<file path="config.mk">
export PLATFORM = sky130hd
export DESIGN_NAME = transpose_buffer_flat
export DESIGN_NICKNAME = d
export VERILOG_FILES = /design/src/rtl/transpose_buffer_if.sv /design/src/rtl/transpose_buffer.sv /design/src/flat_wrapper.sv
export SDC_FILE = /design/constraint.sdc
export NUM_CORES = 1
export LEC_CHECK = 0
export ABC_CLOCK_PERIOD_IN_PS = 3200
export CAP_MARGIN = 20
export CELL_PAD_IN_SITES_DETAIL_PLACEMENT = 1
export CELL_PAD_IN_SITES_GLOBAL_PLACEMENT = 2
export CORE_MARGIN = 10
export CORE_UTILIZATION = 45
export DETAILED_ROUTE_END_ITERATION = 16
export PLACE_DENSITY = 0.77
export SETUP_SLACK_MARGIN = 0.2
export SLEW_MARGIN = 25
export SYNTH_ARGS = -nofsm -noshare
export SYNTH_HDL_FRONTEND = slang
export SYNTH_SLANG_ARGS = --single-unit
</file>
<file path="constraint.sdc">
create_clock -name clk -period 3.2 [get_ports clk]
set_clock_uncertainty 0.2 [all_clocks]
set_input_delay 0.48 -clock clk [delete_from_list [all_inputs] [get_ports clk]]
set_output_delay 0.48 -clock clk [all_outputs]
set_load 0.005 [all_outputs]
</file>
<file path="src/rtl/transpose_buffer_if.sv">
// transpose_buffer_if
//   Groups the sample-stream signals of the transpose buffer.
//   master : the producer/consumer around the buffer (testbench, datapath glue)
//   slave  : the transpose buffer itself
//   Signals:
//     in_data, in_valid      row-DCT result sample and its valid strobe
//     in_ready               a bank can accept the next sample
//     out_data               transposed sample
//     out_sum_diff_sel       0 = sum, 1 = difference in the downstream butterfly
//     out_load               out_data / out_sum_diff_sel valid
//     overflow               sticky: a sample arrived while in_ready was low
interface transpose_buffer_if #(
  parameter int DATA_WIDTH = 10
);
  logic [DATA_WIDTH-1:0] in_data;
  logic                  in_valid;
  logic                  in_ready;
  logic [DATA_WIDTH-1:0] out_data;
  logic                  out_sum_diff_sel;
  logic                  out_load;
  logic                  overflow;

  modport master (
    output in_data, in_valid,
    input  in_ready, out_data, out_sum_diff_sel, out_load, overflow
  );

  modport slave (
    input  in_data, in_valid,
    output in_ready, out_data, out_sum_diff_sel, out_load, overflow
  );
endinterface

</file>
<file path="src/rtl/transpose_buffer.sv">
// transpose_buffer
//   Ping-pong N x N transpose memory between the row and column DCT passes.
//   Samples are written row-major into one bank while the other bank is read
//   column-major, with rows inside each column paired outside-in
//   (0, N-1, 1, N-2, ...) so the downstream butterfly gets sum/diff pairs.
//   Ports:
//     clk   single clock, rising edge
//     rst   synchronous, active-high reset
//     bus   transpose_buffer_if.slave (input stream, output stream, overflow)
module transpose_buffer #(
  parameter int DATA_WIDTH = 10,
  parameter int N          = 8
) (
  input  logic                clk,
  input  logic                rst,
  transpose_buffer_if.slave   bus
);
  localparam int L  = $clog2(N);
  localparam int AW = 2 * L;
  localparam logic [L-1:0] ROW_MAX = L'(N - 1);

  typedef enum logic [1:0] {EMPTY, FILLING, FULL, DRAINING} bank_t;
  typedef enum logic {IDLE, READ} rd_state_t;

  bank_t                 bank_st [2];
  logic                  wptr;
  logic                  rptr;
  logic [L-1:0]          wr_r;
  logic [L-1:0]          wr_c;
  rd_state_t             rd_state;
  logic [AW-1:0]         rd_idx;
  logic [DATA_WIDTH-1:0] mem [2*N*N];

  logic                  in_ready;
  logic                  wr_fire;
  logic                  rd_start;
  logic                  rd_en;
  logic                  rd_last;
  logic [L-1:0]          rd_col;
  logic [L-1:0]          rd_row;
  logic [AW:0]           rd_addr;
  logic [AW:0]           wr_addr;

  logic [DATA_WIDTH-1:0] out_data_p1;
  logic                  sel_p1;
  logic                  vld_p1;
  logic                  overflow_q;

  // Position k inside a column maps outside-in onto rows: even k walks down
  // from row 0, odd k walks up from row N-1.
  function automatic logic [L-1:0] pair_row(input logic [L-1:0] k);
    logic [L-1:0] half;
    half = k >> 1;
    return k[0] ? (ROW_MAX - half) : half;
  endfunction

  assign in_ready = (bank_st[wptr] == EMPTY) || (bank_st[wptr] == FILLING);
  assign wr_fire  = bus.in_valid && in_ready;
  assign wr_addr  = {wptr, wr_r, wr_c};

  // The first address of a block goes out in the same cycle the FULL bank is
  // seen, which gives the two-cycle accept-to-load latency and lets a
  // following block start without a bubble.
  assign rd_start = (rd_state == IDLE) && (bank_st[rptr] == FULL);
  assign rd_en    = rd_start || (rd_state == READ);
  assign rd_last  = rd_en && (rd_idx == '1);
  assign rd_col   = rd_idx[AW-1:L];
  assign rd_row   = pair_row(rd_idx[L-1:0]);
  assign rd_addr  = {rptr, rd_row, rd_col};

  // Sample memory, no reset: stale contents are never read because a bank is
  // only drained after a full block has been written into it.
  always_ff @(posedge clk) begin
    if (wr_fire) mem[wr_addr] <= bus.in_data;
  end

  // ---- stage p0 -> p1: bank bookkeeping, address issue, registered read ----
  always_ff @(posedge clk) begin
    if (rst) begin
      bank_st[0]  <= EMPTY;
      bank_st[1]  <= EMPTY;
      wptr        <= 1'b0;
      rptr        <= 1'b0;
      wr_r        <= '0;
      wr_c        <= '0;
      rd_state    <= IDLE;
      rd_idx      <= '0;
      overflow_q  <= 1'b0;
      out_data_p1 <= '0;
      sel_p1      <= 1'b0;
      vld_p1      <= 1'b0;
    end else begin
      // Write side only touches a bank that is EMPTY/FILLING and the read
      // side only one that is FULL/DRAINING, so the updates never collide.
      if (wr_fire) begin
        wr_c <= wr_c + 1'b1;
        if (wr_c == ROW_MAX) wr_r <= wr_r + 1'b1;
        if ((wr_c == ROW_MAX) && (wr_r == ROW_MAX)) begin
          bank_st[wptr] <= FULL;
          wptr          <= ~wptr;
        end else begin
          bank_st[wptr] <= FILLING;
        end
      end
      if (bus.in_valid && !in_ready) overflow_q <= 1'b1;

      if (rd_en) rd_idx <= rd_idx + 1'b1;
      if (rd_start) begin
        bank_st[rptr] <= DRAINING;
        rd_state      <= READ;
      end
      if (rd_last) begin
        bank_st[rptr] <= EMPTY;
        rptr          <= ~rptr;
        if (bank_st[~rptr] == FULL) begin
          bank_st[~rptr] <= DRAINING;
          rd_state       <= READ;
        end else begin
          rd_state       <= IDLE;
        end
      end

      vld_p1      <= rd_en;
      sel_p1      <= rd_en && rd_idx[0];
      out_data_p1 <= rd_en ? mem[rd_addr] : '0;
    end
  end

  assign bus.in_ready         = in_ready;
  assign bus.out_data         = out_data_p1;
  assign bus.out_sum_diff_sel = sel_p1;
  assign bus.out_load         = vld_p1;
  assign bus.overflow         = overflow_q;
endmodule
</file>
<file path="src/flat_wrapper.sv">
// flat-port wrapper written by rule: the top's interface ports become plain ports
module transpose_buffer_flat 
#(
  parameter int DATA_WIDTH = 10,
  parameter int N          = 8
)
  (clk, rst, bus_in_data, bus_in_valid, bus_in_ready, bus_out_data, bus_out_sum_diff_sel, bus_out_load, bus_overflow);
  transpose_buffer_if #(.DATA_WIDTH(DATA_WIDTH)) bus_i ();
  input  logic clk;
  input  logic rst;
  input wire logic [$bits(bus_i.in_data)-1:0] bus_in_data;
  input wire logic [$bits(bus_i.in_valid)-1:0] bus_in_valid;
  output wire logic [$bits(bus_i.in_ready)-1:0] bus_in_ready;
  output wire logic [$bits(bus_i.out_data)-1:0] bus_out_data;
  output wire logic [$bits(bus_i.out_sum_diff_sel)-1:0] bus_out_sum_diff_sel;
  output wire logic [$bits(bus_i.out_load)-1:0] bus_out_load;
  output wire logic [$bits(bus_i.overflow)-1:0] bus_overflow;
  assign bus_i.in_data = bus_in_data;
  assign bus_i.in_valid = bus_in_valid;
  assign bus_in_ready = bus_i.in_ready;
  assign bus_out_data = bus_i.out_data;
  assign bus_out_sum_diff_sel = bus_i.out_sum_diff_sel;
  assign bus_out_load = bus_i.out_load;
  assign bus_overflow = bus_i.overflow;
  transpose_buffer #(.DATA_WIDTH(DATA_WIDTH), .N(N)) u_core (.clk(clk), .rst(rst), .bus(bus_i));
endmodule
</file>
After elaboration in Yosys (flattened, before gate mapping)
Memories as Yosys holds them, arrays and structs flattened. A register that Yosys moved wholly into a read port is not among the register bits.
Index checks and enable logic that the tools add are counted.
{"block": "totals", "regBits": 18, "ramBits": 1284, "inputBits": 13, "out_inout_bits": 14, "word_cells": 80, "n_memories": 2}
{"block": "classes", "n_addsub": 4, "eq_ne": 6, "mux": 37, "n_bitwise": 6, "n_reduce_logical": 16}
{"name": "u_core.mem", "depth": 128, "word_bits": 10, "read_ports": 1, "rd_clocked_by_memory_dff": 1, "write_ports": 1, "line_no": "transpose_buffer.sv:32", "rtl": "logic [DATA_WIDTH-1:0] mem [2*N*N];"}
{"name": "u_core.bank_st", "depth": 2, "word_bits": 2, "read_ports": 3, "rd_clocked_by_memory_dff": 2, "write_ports": 3, "line_no": "transpose_buffer.sv:25", "rtl": "bank_t bank_st [2];"}
{"operator": "2-to-1 mux 1 bit", "n": 32}
{"operator": "2-to-1 mux 2 bit", "n": 4}
{"operator": "adder 3 x 1 -> 3 bit, second input constant", "n": 2}
{"operator": "adder 6 x 1 -> 6 bit, second input constant", "n": 1}
{"operator": "== test 3 bit, second input constant", "n": 2}
{"operator": "== test 6 bit, second input constant", "n": 1}
{"operator": "logical AND 1 bit", "n": 6}
{"operator": "OR reduction 2 bit", "n": 3}
{"operator": "== test 2 bit, second input constant", "n": 2}
{"operator": "inverter 1 bit", "n": 4}
{"operator": "AND reduction 2 bit", "n": 2}
{"operator": "2-to-1 mux 3 bit", "n": 1}
{"operator": "subtractor 3 x 2 -> 3 bit, first input constant", "n": 1}
{"operator": "== test 2 x 1 -> 1 bit, second input constant", "n": 1}
{"operator": "logical NOT 2 bit", "n": 1}
{"operator": "logical OR 1 bit", "n": 2}
{"operator": "bitwise OR 1 bit", "n": 2}
{"operator": "nonzero test 2 bit", "n": 1}
{"operator": "logical NOT 1 bit", "n": 1}

Logic depth before layout (Yosys ltp)
{"block": "depth", "depth_word": 10, "mapped_depth": 11, "ltp_nobuf": 7}

Worst setup path before layout
OpenSTA, ideal clock, no wires.
{"block": "synth_timing", "path_type": "register -> register", "from": "register with a tool-made name", "to": "memory u_core.mem[109][0] (enable)", "setup_ns": 0.376, "t_arrival_ns": 2.052, "t_required_ns": 2.624, "path_slack_ns": 0.572, "stages_incl_launch_ff": 7, "path_buffers": 2, "period_less_slack_ns": 2.628, "cell_sequence": "dfxtp_1 -> mux2i_1 -> and2_1 -> clkbuf_1 -> nand4b_1 -> clkbuf_1 -> nor2_1"}
{"element": "end: declaration", "line_no": "transpose_buffer.sv:32"}

==> results_dict.tcl <==
set metrics [dict create \
    whs_path_depth 1 \
    crit_start "u_core.rd_idx[3]$_SDFFE_PP0N_" \
    dp_cells 4140 \
    finalCritPeriodShare 0.9432 \
    wl_per_cell_um 32.93 \
    yosysMostFrequentCell "edfxtp_1" \
    syn_nets 2465 \
    p_leak_nw 18.78 \
    maxCapViolations 0 \
    status "finished, final reports clean" \
    final_cells 4422 \
    r2r_slack_ps 180 \
    multiInputGateArea_um2 11300 \
    netlist.area_leader.share 0.7497 \
    port_buffers 26 \
    avgSynthCellArea_um2 20.98 \
    setup_violations 0 \
    slew-limit-headroom 0.4000 \
    p_total_mw 34.69 \
    synth_top_cells_by_count "edfxtp_1, mux4_2, nor2_1, mux2i_1, nand2_1" \
    tightest_slew_ps 896.6 \
    vias 27120 \
    regArea_um2 39130 \
    numCtsBuffers 136 \
    synth_edf_count 1280 \
    syn_to_final_growth_pct 17.20 \
    ys.flop_type "edfxtp_1" \
    utilization 0.5327 \
    grt_first_pass_wirelength_mm 209.2 \
    fmax_mhz 331.3 \
    cts.path.max_buffers 3 \
    clk_pin_slew_worst_paths_ps 60 \
    rsz0062_at_grt "yes" \
    wl_met2_mm 72.20 \
    crit_end "u_core.bus.out_data[4]$_SDFF_PP0_" \
    fp.dieW_um 357.5 \
    worst_hold_path_type "input pin to flip-flop" \
    initialDrtViolationCount 3146 \
    ff2ff_path_depth 8 \
    cp_common_cell "buf_12" \
    cts.root.buffer_cell "clkbuf_16" \
    crit_type "flip-flop to flip-flop" \
    crit_family "multiplexers" \
    synthCells 2444 \
    r2r-start "u_core.rd_idx[3]$_SDFFE_PP0N_" \
    wl_met1_mm 57.64 \
    cp.buffers_inverters 3 \
    dr_wl_met3_mm 11.77 \
    clock_latency_ps 740 \
    crit_cells 8 \
    htreeDepth 4 \
    ir_worst_vdd_v 0.0005097 \
    synth_area_um2 51270 \
    row_count 123 \
    grt_max_degree 129 \
    routed_wl_mm 145.6 \
    cp.arrival_ps 3410 \
    hold_viol 0 \
    tns_ps 0 \
    synth.distinct_cells 61 \
    synth_area_leaders "edfxtp_1, mux4_2, mux2i_1, dfxtp_1, nor2_1" \
    crit_chain "buf_12 -> buf_12 -> buf_12 -> mux4_2 -> mux4_2 -> a22oi_2 -> a31o_2 -> a21oi_1" \
    ant_nets 0 \
    clock_sinks 1314 \
    cp-start-kind "flip-flop" \
    slew_viol_final 0 \
    routed_via_density 6.133 \
    period_needed_ps 3018 \
    cts_tree "built" \
    ys_ff_latch 1314 \
    overflow 0 \
    max_stage_delay_ps 540 \
    powerDensity_nw_per_um2 577.4 \
    dieArea_um2 127800 \
    core_um2 112800 \
    dr.pass1.iters 5 \
    end_kind "flip-flop" \
    drive_gt1_frac 0.3016 \
    r2r-end "u_core.bus.out_data[4]$_SDFF_PP0_" \
    dieHeight_um 357.5 \
    antenna_found_initial 2 \
    track_usage 0.2259 \
    io_pins 27 \
    globalplace.congestion 0.8434 \
    async_reset_ff_frac 0 \
    slowest_stage "mux4_2" \
    ys_seq_area_frac 0.7630 \
    num-nets-final 2832 \
    drc 0 \
    path_max_fanout 33 \
    fill_cells 9856 \
    worstPathRequired_ps 3590 \
    hpwl_mm 90.16 \
    yosysTopAreaCell "edfxtp_1" \
    top_layer_used "met4" \
    grt_pass1_vias 28370 \
    start_util 0.4545 \
    synth_warnings 0 \
]
## cell type report
type | count | share of cell area
antenna | 1 | 0.00004165
inverter | 11 | 0.0007288
clock buffer | 178 | 0.06151
tap | 1500 | 0.03123
timing repair buffer | 365 | 0.05768
clock inverter | 70 | 0.009579
sequential | 1314 | 0.6512
multi-input combinational | 983 | 0.1880
## state kept, by name (all words and copies together), names as in the netlist, named ones only
name and count:
u_core.wr_r 3, u_core.bus.out_load 1, u_core.bus.out_sum_diff_sel 1, u_core.wr_c 3, u_core.bank_st 4, u_core.rptr 1, u_core.wptr 1, u_core.rd_state 1
u_core.bus.out_data 10, u_core.rd_idx 6, u_core.mem 1280, u_core.bus.overflow 1
## layer usage
layer | vias to the layer above | track usage
met2 | 1357 | 0.3673
li1 | 10940 | -
met3 | 232 | 0.04612
met4 | 0 | 0.07607
met1 | 14590 | 0.3038
met5 | - | 0
## worst min path at each step
stage / slack (ps) / end / from
finish: 20 / u_core.mem[87][8]$_DFFE_PP_ / bus_in_data[8]
global route: 30 / u_core.mem[19][4]$_DFFE_PP_ / bus_in_data[4]
CTS: 3 / u_core.mem[91][8]$_DFFE_PP_ / bus_in_data[8]
detailed placement: 260 / u_core.bus.overflow$_SDFFE_PP0P_ / u_core.bus.overflow$_SDFFE_PP0P_
global placement: 250 / u_core.bus.overflow$_SDFFE_PP0P_ / u_core.bus.overflow$_SDFFE_PP0P_
floorplan: 260 / u_core.bus.overflow$_SDFFE_PP0P_ / u_core.bus.overflow$_SDFFE_PP0P_
## logic make-up after synthesis
kind of cell	count (synthesis)	synth area share
AND/OR/NAND/NOR	303	0.02511
adder cells (fa/ha/maj)	8	0.001952
multiplexers	447	0.1589
flip-flops	1314	0.7630
AO/OA/AOI/OAI	218	0.03056
XOR/XNOR	7	0.001196
buffers and inverters	147	0.01933
## cells in the final DEF, fill, tap and decap left out, types with 8 or more instances in the layout
master	count
clkinv_1	29
mux4_2	292
a21oi_1	37
o22ai_1	15
buf_16	8
nor3_1	9
a31oi_1	11
clkbuf_1	33
buf_4	298
buf_12	35
clkbuf_16	144
edfxtp_1	1280
mux2_2	13
o221ai_1	22
nor2_1	162
a22oi_1	14
mux2i_1	142
a211oi_1	8
nand3_1	23
a221oi_1	28
nand2_1	59
o21ai_0	29
clkdlybuf4s50_1	16
dfxtp_1	31
clkinv_2	22
## metrics by stage
stage	area, um^2	setup slack (ps)	hold slack [ps]
final	60090	181.8	19.39
after global routing	60090	171.3	31.68
after CTS	59720	147.1	2.941
after detailed placement	55250	-303.7	256.7
after global placement	55250	-337.5	249.3
after floorplan	51270	571.6	260.4
## what timing repair did
action                                  4_1_cts  5_1_grt
endpoints found under the setup margin       10       10
gates cloned                                  0        4
setup buffers                                11       17
gates resized for setup                      15       28
hold buffers                                  1        0
pin swaps                                     4        7
endpoints found under the hold margin        11        0
## report_power, final
part / switching, mW / total (mW) / internal, mW
Combinational: 0.406 / 0.501 / 0.0946
Clock: 6.56 / 15.3 / 8.73
Sequential: 0.0125 / 18.9 / 18.9
Total: 6.98 / 34.7 / 27.7
Power figures use the tool's default switching activity.
